===== src/rtl/ex_flag_writer_if.sv =====
// EX->MEM stage boundary bundle: EX-side valid/ready handshake with ALU results in,
// MEM-side valid/ready handshake with pc, branch select and flag snapshot out.
interface ex_flag_writer_if #(
   parameter int CSR_WIDTH = 4
);
   logic                 valid_i;
   logic                 ready_o;
   logic [31:0]          result_i;
   logic                 carry_i;
   logic                 ovf_i;
   logic                 flag_we_i;
   logic [31:0]          pc_i;
   logic [1:0]           branch_mux_i;
   logic                 flush_i;
   logic                 valid_o;
   logic                 ready_i;
   logic [31:0]          pc_o;
   logic [1:0]           branch_mux_o;
   logic [CSR_WIDTH-1:0] csr_o;
   logic [CSR_WIDTH-1:0] flags_o;

   // Environment side: drives EX results and the MEM-side ready.
   modport master (
      output valid_i, result_i, carry_i, ovf_i, flag_we_i, pc_i, branch_mux_i,
             flush_i, ready_i,
      input  ready_o, valid_o, pc_o, branch_mux_o, csr_o, flags_o
   );

   // Flag writer side.
   modport slave (
      input  valid_i, result_i, carry_i, ovf_i, flag_we_i, pc_i, branch_mux_i,
             flush_i, ready_i,
      output ready_o, valid_o, pc_o, branch_mux_o, csr_o, flags_o
   );
endinterface


===== src/rtl/ex_flag_writer.sv =====
// EX->MEM flag writer: one-entry valid/ready slot carrying pc, branch select and a
// flag snapshot; owns the architectural flag register, committed when a writer leaves.
module ex_flag_writer #(
   parameter int CSR_WIDTH = 4,
   parameter int CSR_ZERO  = 0,
   parameter int CSR_SIGN  = 1,
   parameter int CSR_CARRY = 2,
   parameter int CSR_OVF   = 3
) (
   input logic              clk_i,
   input logic              rst_ni,
   ex_flag_writer_if.slave  bus
);

   typedef enum logic {
      EMPTY = 1'b0,
      FULL  = 1'b1
   } slot_state_e;

   slot_state_e          state_q, state_d;
   logic                 valid_q;
   logic [31:0]          pc_q;
   logic [1:0]           branch_mux_q;
   logic [CSR_WIDTH-1:0] snap_q;
   logic [CSR_WIDTH-1:0] pend_flags_q;
   logic                 pend_we_q;
   logic [CSR_WIDTH-1:0] flags_q;

   logic [CSR_WIDTH-1:0] new_flags;
   logic [CSR_WIDTH-1:0] snap_d;
   logic                 ready;
   logic                 accept;
   logic                 leave;

   // NOTE: every signal written in an always_comb gets a default first, so no path
   // through the block can leave it unassigned and infer a latch.
   always_comb begin
      new_flags            = '0;
      new_flags[CSR_ZERO]  = (bus.result_i == 32'h0);
      new_flags[CSR_SIGN]  = bus.result_i[31];
      new_flags[CSR_CARRY] = bus.carry_i;
      new_flags[CSR_OVF]   = bus.ovf_i;
   end

   assign valid_q = (state_q == FULL);
   assign ready   = ~bus.flush_i & (~valid_q | bus.ready_i);
   assign accept  = bus.valid_i & ready;
   assign leave   = valid_q & bus.ready_i & ~bus.flush_i;

   // A pending writer still in the slot is newer than flags_q, even when it
   // commits on the very edge this snapshot is taken.
   assign snap_d = (valid_q & pend_we_q) ? pend_flags_q : flags_q;

   // NOTE: sequential state uses non-blocking assignments so every register samples
   // the pre-edge values regardless of statement order.
   always_ff @(posedge clk_i) begin
      if (!rst_ni) begin
         state_q <= EMPTY;
      end else begin
         state_q <= state_d;
      end
   end

   always_comb begin
      state_d = state_q;
      if (bus.flush_i) begin
         state_d = EMPTY;
      end else begin
         unique case (state_q)
            EMPTY: if (accept) state_d = FULL;
            FULL:  if (leave && !accept) state_d = EMPTY;
            default: state_d = EMPTY;
         endcase
      end
   end

   always_comb begin
      bus.valid_o      = valid_q;
      bus.ready_o      = ready;
      bus.pc_o         = pc_q;
      bus.branch_mux_o = branch_mux_q;
      bus.csr_o        = snap_q;
      bus.flags_o      = flags_q;
   end

   // Slot payload and architectural flags. Flush blocks both accept and leave, so a
   // killed writer never reaches flags_q; the stale payload is simply ignored.
   always_ff @(posedge clk_i) begin
      if (!rst_ni) begin
         pc_q         <= '0;
         branch_mux_q <= '0;
         snap_q       <= '0;
         pend_flags_q <= '0;
         pend_we_q    <= 1'b0;
         flags_q      <= '0;
      end else begin
         if (leave && pend_we_q) begin
            flags_q <= pend_flags_q;
         end
         if (accept) begin
            pc_q         <= bus.pc_i;
            branch_mux_q <= bus.branch_mux_i;
            snap_q       <= snap_d;
            pend_flags_q <= new_flags;
            pend_we_q    <= bus.flag_we_i;
         end
      end
   end

endmodule


===== src/flat_wrapper.sv =====
// flat-port wrapper written by rule: the top's interface ports become plain ports
module ex_flag_writer_flat 
#(
   parameter int CSR_WIDTH = 4,
   parameter int CSR_ZERO  = 0,
   parameter int CSR_SIGN  = 1,
   parameter int CSR_CARRY = 2,
   parameter int CSR_OVF   = 3
)
  (clk_i, rst_ni, bus_valid_i, bus_result_i, bus_carry_i, bus_ovf_i, bus_flag_we_i, bus_pc_i, bus_branch_mux_i, bus_flush_i, bus_ready_i, bus_ready_o, bus_valid_o, bus_pc_o, bus_branch_mux_o, bus_csr_o, bus_flags_o);
  ex_flag_writer_if #(.CSR_WIDTH(CSR_WIDTH)) bus_i ();
  input logic clk_i;
  input logic rst_ni;
  input wire logic [$bits(bus_i.valid_i)-1:0] bus_valid_i;
  input wire logic [$bits(bus_i.result_i)-1:0] bus_result_i;
  input wire logic [$bits(bus_i.carry_i)-1:0] bus_carry_i;
  input wire logic [$bits(bus_i.ovf_i)-1:0] bus_ovf_i;
  input wire logic [$bits(bus_i.flag_we_i)-1:0] bus_flag_we_i;
  input wire logic [$bits(bus_i.pc_i)-1:0] bus_pc_i;
  input wire logic [$bits(bus_i.branch_mux_i)-1:0] bus_branch_mux_i;
  input wire logic [$bits(bus_i.flush_i)-1:0] bus_flush_i;
  input wire logic [$bits(bus_i.ready_i)-1:0] bus_ready_i;
  output wire logic [$bits(bus_i.ready_o)-1:0] bus_ready_o;
  output wire logic [$bits(bus_i.valid_o)-1:0] bus_valid_o;
  output wire logic [$bits(bus_i.pc_o)-1:0] bus_pc_o;
  output wire logic [$bits(bus_i.branch_mux_o)-1:0] bus_branch_mux_o;
  output wire logic [$bits(bus_i.csr_o)-1:0] bus_csr_o;
  output wire logic [$bits(bus_i.flags_o)-1:0] bus_flags_o;
  assign bus_i.valid_i = bus_valid_i;
  assign bus_i.result_i = bus_result_i;
  assign bus_i.carry_i = bus_carry_i;
  assign bus_i.ovf_i = bus_ovf_i;
  assign bus_i.flag_we_i = bus_flag_we_i;
  assign bus_i.pc_i = bus_pc_i;
  assign bus_i.branch_mux_i = bus_branch_mux_i;
  assign bus_i.flush_i = bus_flush_i;
  assign bus_i.ready_i = bus_ready_i;
  assign bus_ready_o = bus_i.ready_o;
  assign bus_valid_o = bus_i.valid_o;
  assign bus_pc_o = bus_i.pc_o;
  assign bus_branch_mux_o = bus_i.branch_mux_o;
  assign bus_csr_o = bus_i.csr_o;
  assign bus_flags_o = bus_i.flags_o;
  ex_flag_writer #(.CSR_WIDTH(CSR_WIDTH), .CSR_ZERO(CSR_ZERO), .CSR_SIGN(CSR_SIGN), .CSR_CARRY(CSR_CARRY), .CSR_OVF(CSR_OVF)) u_core (.clk_i(clk_i), .rst_ni(rst_ni), .bus(bus_i));
endmodule

===== config.mk =====
export PLATFORM = sky130hd
export DESIGN_NAME = ex_flag_writer_flat
export DESIGN_NICKNAME = d
export VERILOG_FILES = /design/src/rtl/ex_flag_writer_if.sv /design/src/rtl/ex_flag_writer.sv /design/src/flat_wrapper.sv
export SDC_FILE = /design/constraint.sdc
export NUM_CORES = 1
export LEC_CHECK = 0
export BUFFER_PORTS_ARGS = -buffer_cell sky130_fd_sc_hd__buf_2
export CELL_PAD_IN_SITES_DETAIL_PLACEMENT = 0
export CELL_PAD_IN_SITES_GLOBAL_PLACEMENT = 1
export CORE_ASPECT_RATIO = 0.9
export CORE_MARGIN = 3
export CORE_UTILIZATION = 32
export CTS_CLUSTER_SIZE = 8
export DETAILED_ROUTE_END_ITERATION = 12
export GPL_ROUTABILITY_DRIVEN = 0
export PLACE_DENSITY_LB_ADDON = 0.12
export SYNTH_ARGS = -nofsm -noshare
export SYNTH_HDL_FRONTEND = slang
export SYNTH_SLANG_ARGS = --single-unit

===== constraint.sdc =====
create_clock -name clk_i -period 3.85 [get_ports clk_i]
set_clock_uncertainty 0.15 [all_clocks]
set_input_delay 0.385 -clock clk_i [delete_from_list [all_inputs] [get_ports clk_i]]
set_output_delay 0.385 -clock clk_i [all_outputs]
set_load 0.1 [all_outputs]

# Word level (Yosys, flattened, before mapping)

Cells that the tools add are included.

Input port bits: 74
Latch bits: 0
Register bits after elaboration: 48
Memories kept: 0
Bits in read-only memories: 0
Bits in writable memories: 0
Word-level logic and storage cells: 25

Reduce and logical (&&, ||, !) cells: 5
Equal/unequal tests: 0
Divide/modulo/power cells: 0
Shift operators: 0
Muxes and demuxes: 4
Multiply operators: 0
$add $sub $neg: 0
Order comparisons: 0
Bitwise logic cells: 9

Operator list:

| cell                | count |
|---|---|
| $logic_not A32 Y1   | 1 |
| $and A1 B1 Y1       | 5 |
| $mux W4             | 1 |
| $not A1 Y1          | 3 |
| $logic_and A1 B1 Y1 | 2 |
| $mux W1             | 2 |
| $pmux W1 S2         | 1 |
| $reduce_or A2 Y1    | 1 |
| $logic_not A1 Y1    | 1 |
| $or A1 B1 Y1        | 1 |

# Longest topological paths before layout

Word-level depth: 8
Depth in mapped cells: 6
Mapped depth without buffers: 4

# Least setup slack after synthesis

Ideal clock, no wire load.

Path kind: reg-to-output
Start point: register u_core.state_q (netlist: u_core.bus.valid_o)
End point: output port bus_ready_o
Cell stages (with the launch flop): 3
Data arrival time: 2257 ps
Setup slack: 1058 ps
Buffers on the path: 0
Data required time: 3315 ps
Cells stage by stage: dfxtp_1 nor2b_1 nor2_1

Cells in the longest elaborated chain, start to end: 3

RTL lines:

| element                  | line                 | source |
|---|---|---|
| start: declaration       | ex_flag_writer.sv:20 | `slot_state_e state_q, state_d;` |
| start signal: assignment | ex_flag_writer.sv:60 | `state_q <= state_d;` |
| $not A1 Y1               | ex_flag_writer.sv:46 | `assign ready = ~bus.flush_i & (~valid_q \| bus.ready_i);` |
| $or A1 B1 Y1             | ex_flag_writer.sv:46 |  |
| $and A1 B1 Y1            | ex_flag_writer.sv:46 |  |
| end: declaration         | flat_wrapper.sv:23   | `output wire logic [$bits(bus_i.ready_o)-1:0] bus_ready_o;` |

Every way passes these cells.

# Worst setup path after layout

Ends and elaborated chain as after synthesis.

==> results.md <==
* CTS Buf Count at 5
* Worst setup EP type: primary output
* Vias in the first global route at 1768
* Tightest Pin Transition at 0.848 ns
* Starting Density at 33.6%
* Worst-path clk slew at 0.09 ns
* WL per Instance at 12.0 µm
* Root buffer cell: clkbuf_8
* Final period util at 51.1%
* Net Switching at 0.371 mW
* CTS tree: done
* Max Buffers Root-to-Sink at 2
* Syn Nets at 297
* Hold Crit Class: in2reg
* Post-CTS Hold Buffers at 0
* Power share of the clock group at 31.1%
* Placed cells at 396
* Most common cell after layout, fill and taps aside: buf_2
* GRT Residual Overflow at 0
* Vias per cell at 4.61
* RSZ-0062 raised after global routing: false
* Routed vias at 1864
* Router iterations before antenna repair at 3
* Antenna violations before repair at 0
* Wirelength, routed at 4830 µm
* Fin Hold WS at 0.165 ns
* Final std cells w/o fill at 404
* Combinational share of power at 22.6%
* CP required at 3.31 ns
* Row cnt at 26
* Cell Pwr Density at 437 nW/µm²
* Number of I/O port buffers at 117
* DR DRC count at 0
* Clk sinks at 48
* Post-synthesis sequential area ratio at 49.7%
* Synth Instances at 223
* Sw Ratio at 32.5%
* CP Launch Type: register
* R2R depth at 4
* Antenna viol nets, final at 0
* Worst skew pair latency at 0.29 ns
* CP max FO at 9
* First-pass GRT wire length at 7960 µm
* Outcome: finished, final reports clean
* Pwr Total at 1.14 mW
* Chip height at 79.7 µm
* # nets final at 407
* Post-route minimum period at 1.97 ns
* Leak at 1.29 nW
* FILL cells at 617
* Setup TNS at 0 ns
* I/O pins at 118
* DP HPWL at 3420 µm
* Crit path kind: reg2out
* Core ar. at 5760 µm²
* Max rail drop VDD at 133 µV
* Pint at 0.771 mW
* Synthesis Warnings at 0
* Largest net degree at the start of global routing at 50
* # setup viols final at 0
* Arr. time, crit path at 1.43 ns
* FF+latch count, synth at 48
* Die ar. at 7010 µm²
* Setup Fix Bufs, Post-CTS at 0
* Fmax at 0.509 GHz
* # diodes at 0
* Flop pwr share at 46.3%
* Post-Syn Area at 1930 µm²
* Final hold violation count at 0
* Fin. max-slew vios at 0
* Mean Syn Cell Area at 8.66 µm²
* Number of distinct library cells after synthesis at 22
* Share of cells above drive strength 1 at 38.0%
* Synth area leader: dfxtp_1
* Post-cts sizing count at 0
* Slew headroom at 43.5%
* Htree depth at 2
* Max cap viols at 0
* Total track usage at 14.1%
* Worst Hold Depth at 3
* Initial DRC Count at 68
* Die Span X at 87.9 µm
* Area fraction of the dominant cell type after synthesis at 49.7%
* Top cells by area, synth: dfxtp_1 50%, nand2_1 16%, a21boi_1 12%
* Layout area overhead at 35.4%
* Final core utilization at 45.4%
* Commonest cells after routing, fill and taps aside: 117 x buf_2, 81 x nand2_1, 48 x dfxtp_1
## final cells by class
cell class / count / area [µm²] / share of cell area (%)
clock buffers: 6 / 72.6 / 2.77
clock inverters: 2 / 35.0 / 1.34
inverters: 1 / 3.75 / 0.143
multi-input cells: 160 / 871 / 33.3
flip-flops and latches: 48 / 961 / 36.7
well taps: 70 / 87.6 / 3.35
repair buffers: 117 / 586 / 22.4
## per-stage QoR
step | setup slack, ns | area, µm²
floorplan | 1.06 | 1930
global placement | 1.84 | 2510
detailed placement | 1.80 | 2510
CTS | 1.86 | 2620
global route | 1.69 | 2620
finish | 1.88 | 2620
## final timing paths
| kind | endpoint | start | slack [ns] |
|---|---|---|---|
| min | u_core.bus.branch_mux_o[1] | bus_branch_mux_i[1] | 0.16 |
| min reg2reg | u_core.bus.pc_o[8] | u_core.bus.pc_o[8] | 0.30 |
| max reg2reg | u_core.pend_flags_q[0] | u_core.bus.valid_o | 1.91 |
| max | bus_ready_o | u_core.bus.valid_o | 1.88 |
## per-layer routing
metal	share of wire [%]	track usage, %	wire length, µm
met4	0.99	3.22	48
met1	45	17.1	2160
met2	46	24.1	2200
met5	0	0	0
met3	8.7	4.75	419
## critical path: stages (launching register included)
cell and delay [ns]:
dfxtp_1 0.43, nor2b_1 0.20, nor2_1 0.08, buf_2 0.43
## synthesized netlist by cell type, drive strengths merged
library cell	number
nand2	81
dfxtp	48
a21boi	38
nand3	12
buf	9
nor4	6
clkbuf	5
nor2b	5
o211a	5
mux2i	4
nand4	2
nor2	2
and3	1
inv	1
nand2b	1
nor3	1
nor4b	1
o31ai	1
## power groups by stage
stage	sequential [mW]	combinational (mW)	clock [mW]
finish	0.529	0.259	0.355
floorplan	0.680	0.0610	0
detailed placement	0.541	0.262	0
CTS	0.529	0.262	0.371
global route	0.532	0.275	0.390
global placement	0.541	0.261	0
## cells by family (layout without fill, tap and decap cells)
| kind of cell | Yosys count | after routing | synth area share, % |
|---|---|---|---|
| and+or+nand+nor | 112 | 112 | 25.2 |
| DFF | 48 | 48 | 49.7 |
| AOI/OAI and AO/OA | 44 | 44 | 17.7 |
| buffers and inverters | 15 | 126 | 5.25 |
| muxes | 4 | 4 | 2.07 |
## flip-flops by register name, summed over array words and instances, names as in the netlist
signal                   flops
u_core.pend_flags_q          4
u_core.bus.csr_o             4
u_core.bus.flags_o           4
u_core.bus.branch_mux_o      2
u_core.bus.valid_o           1
u_core.pend_we_q             1
u_core.bus.pc_o             32
Power figures use the tool's default switching activity.
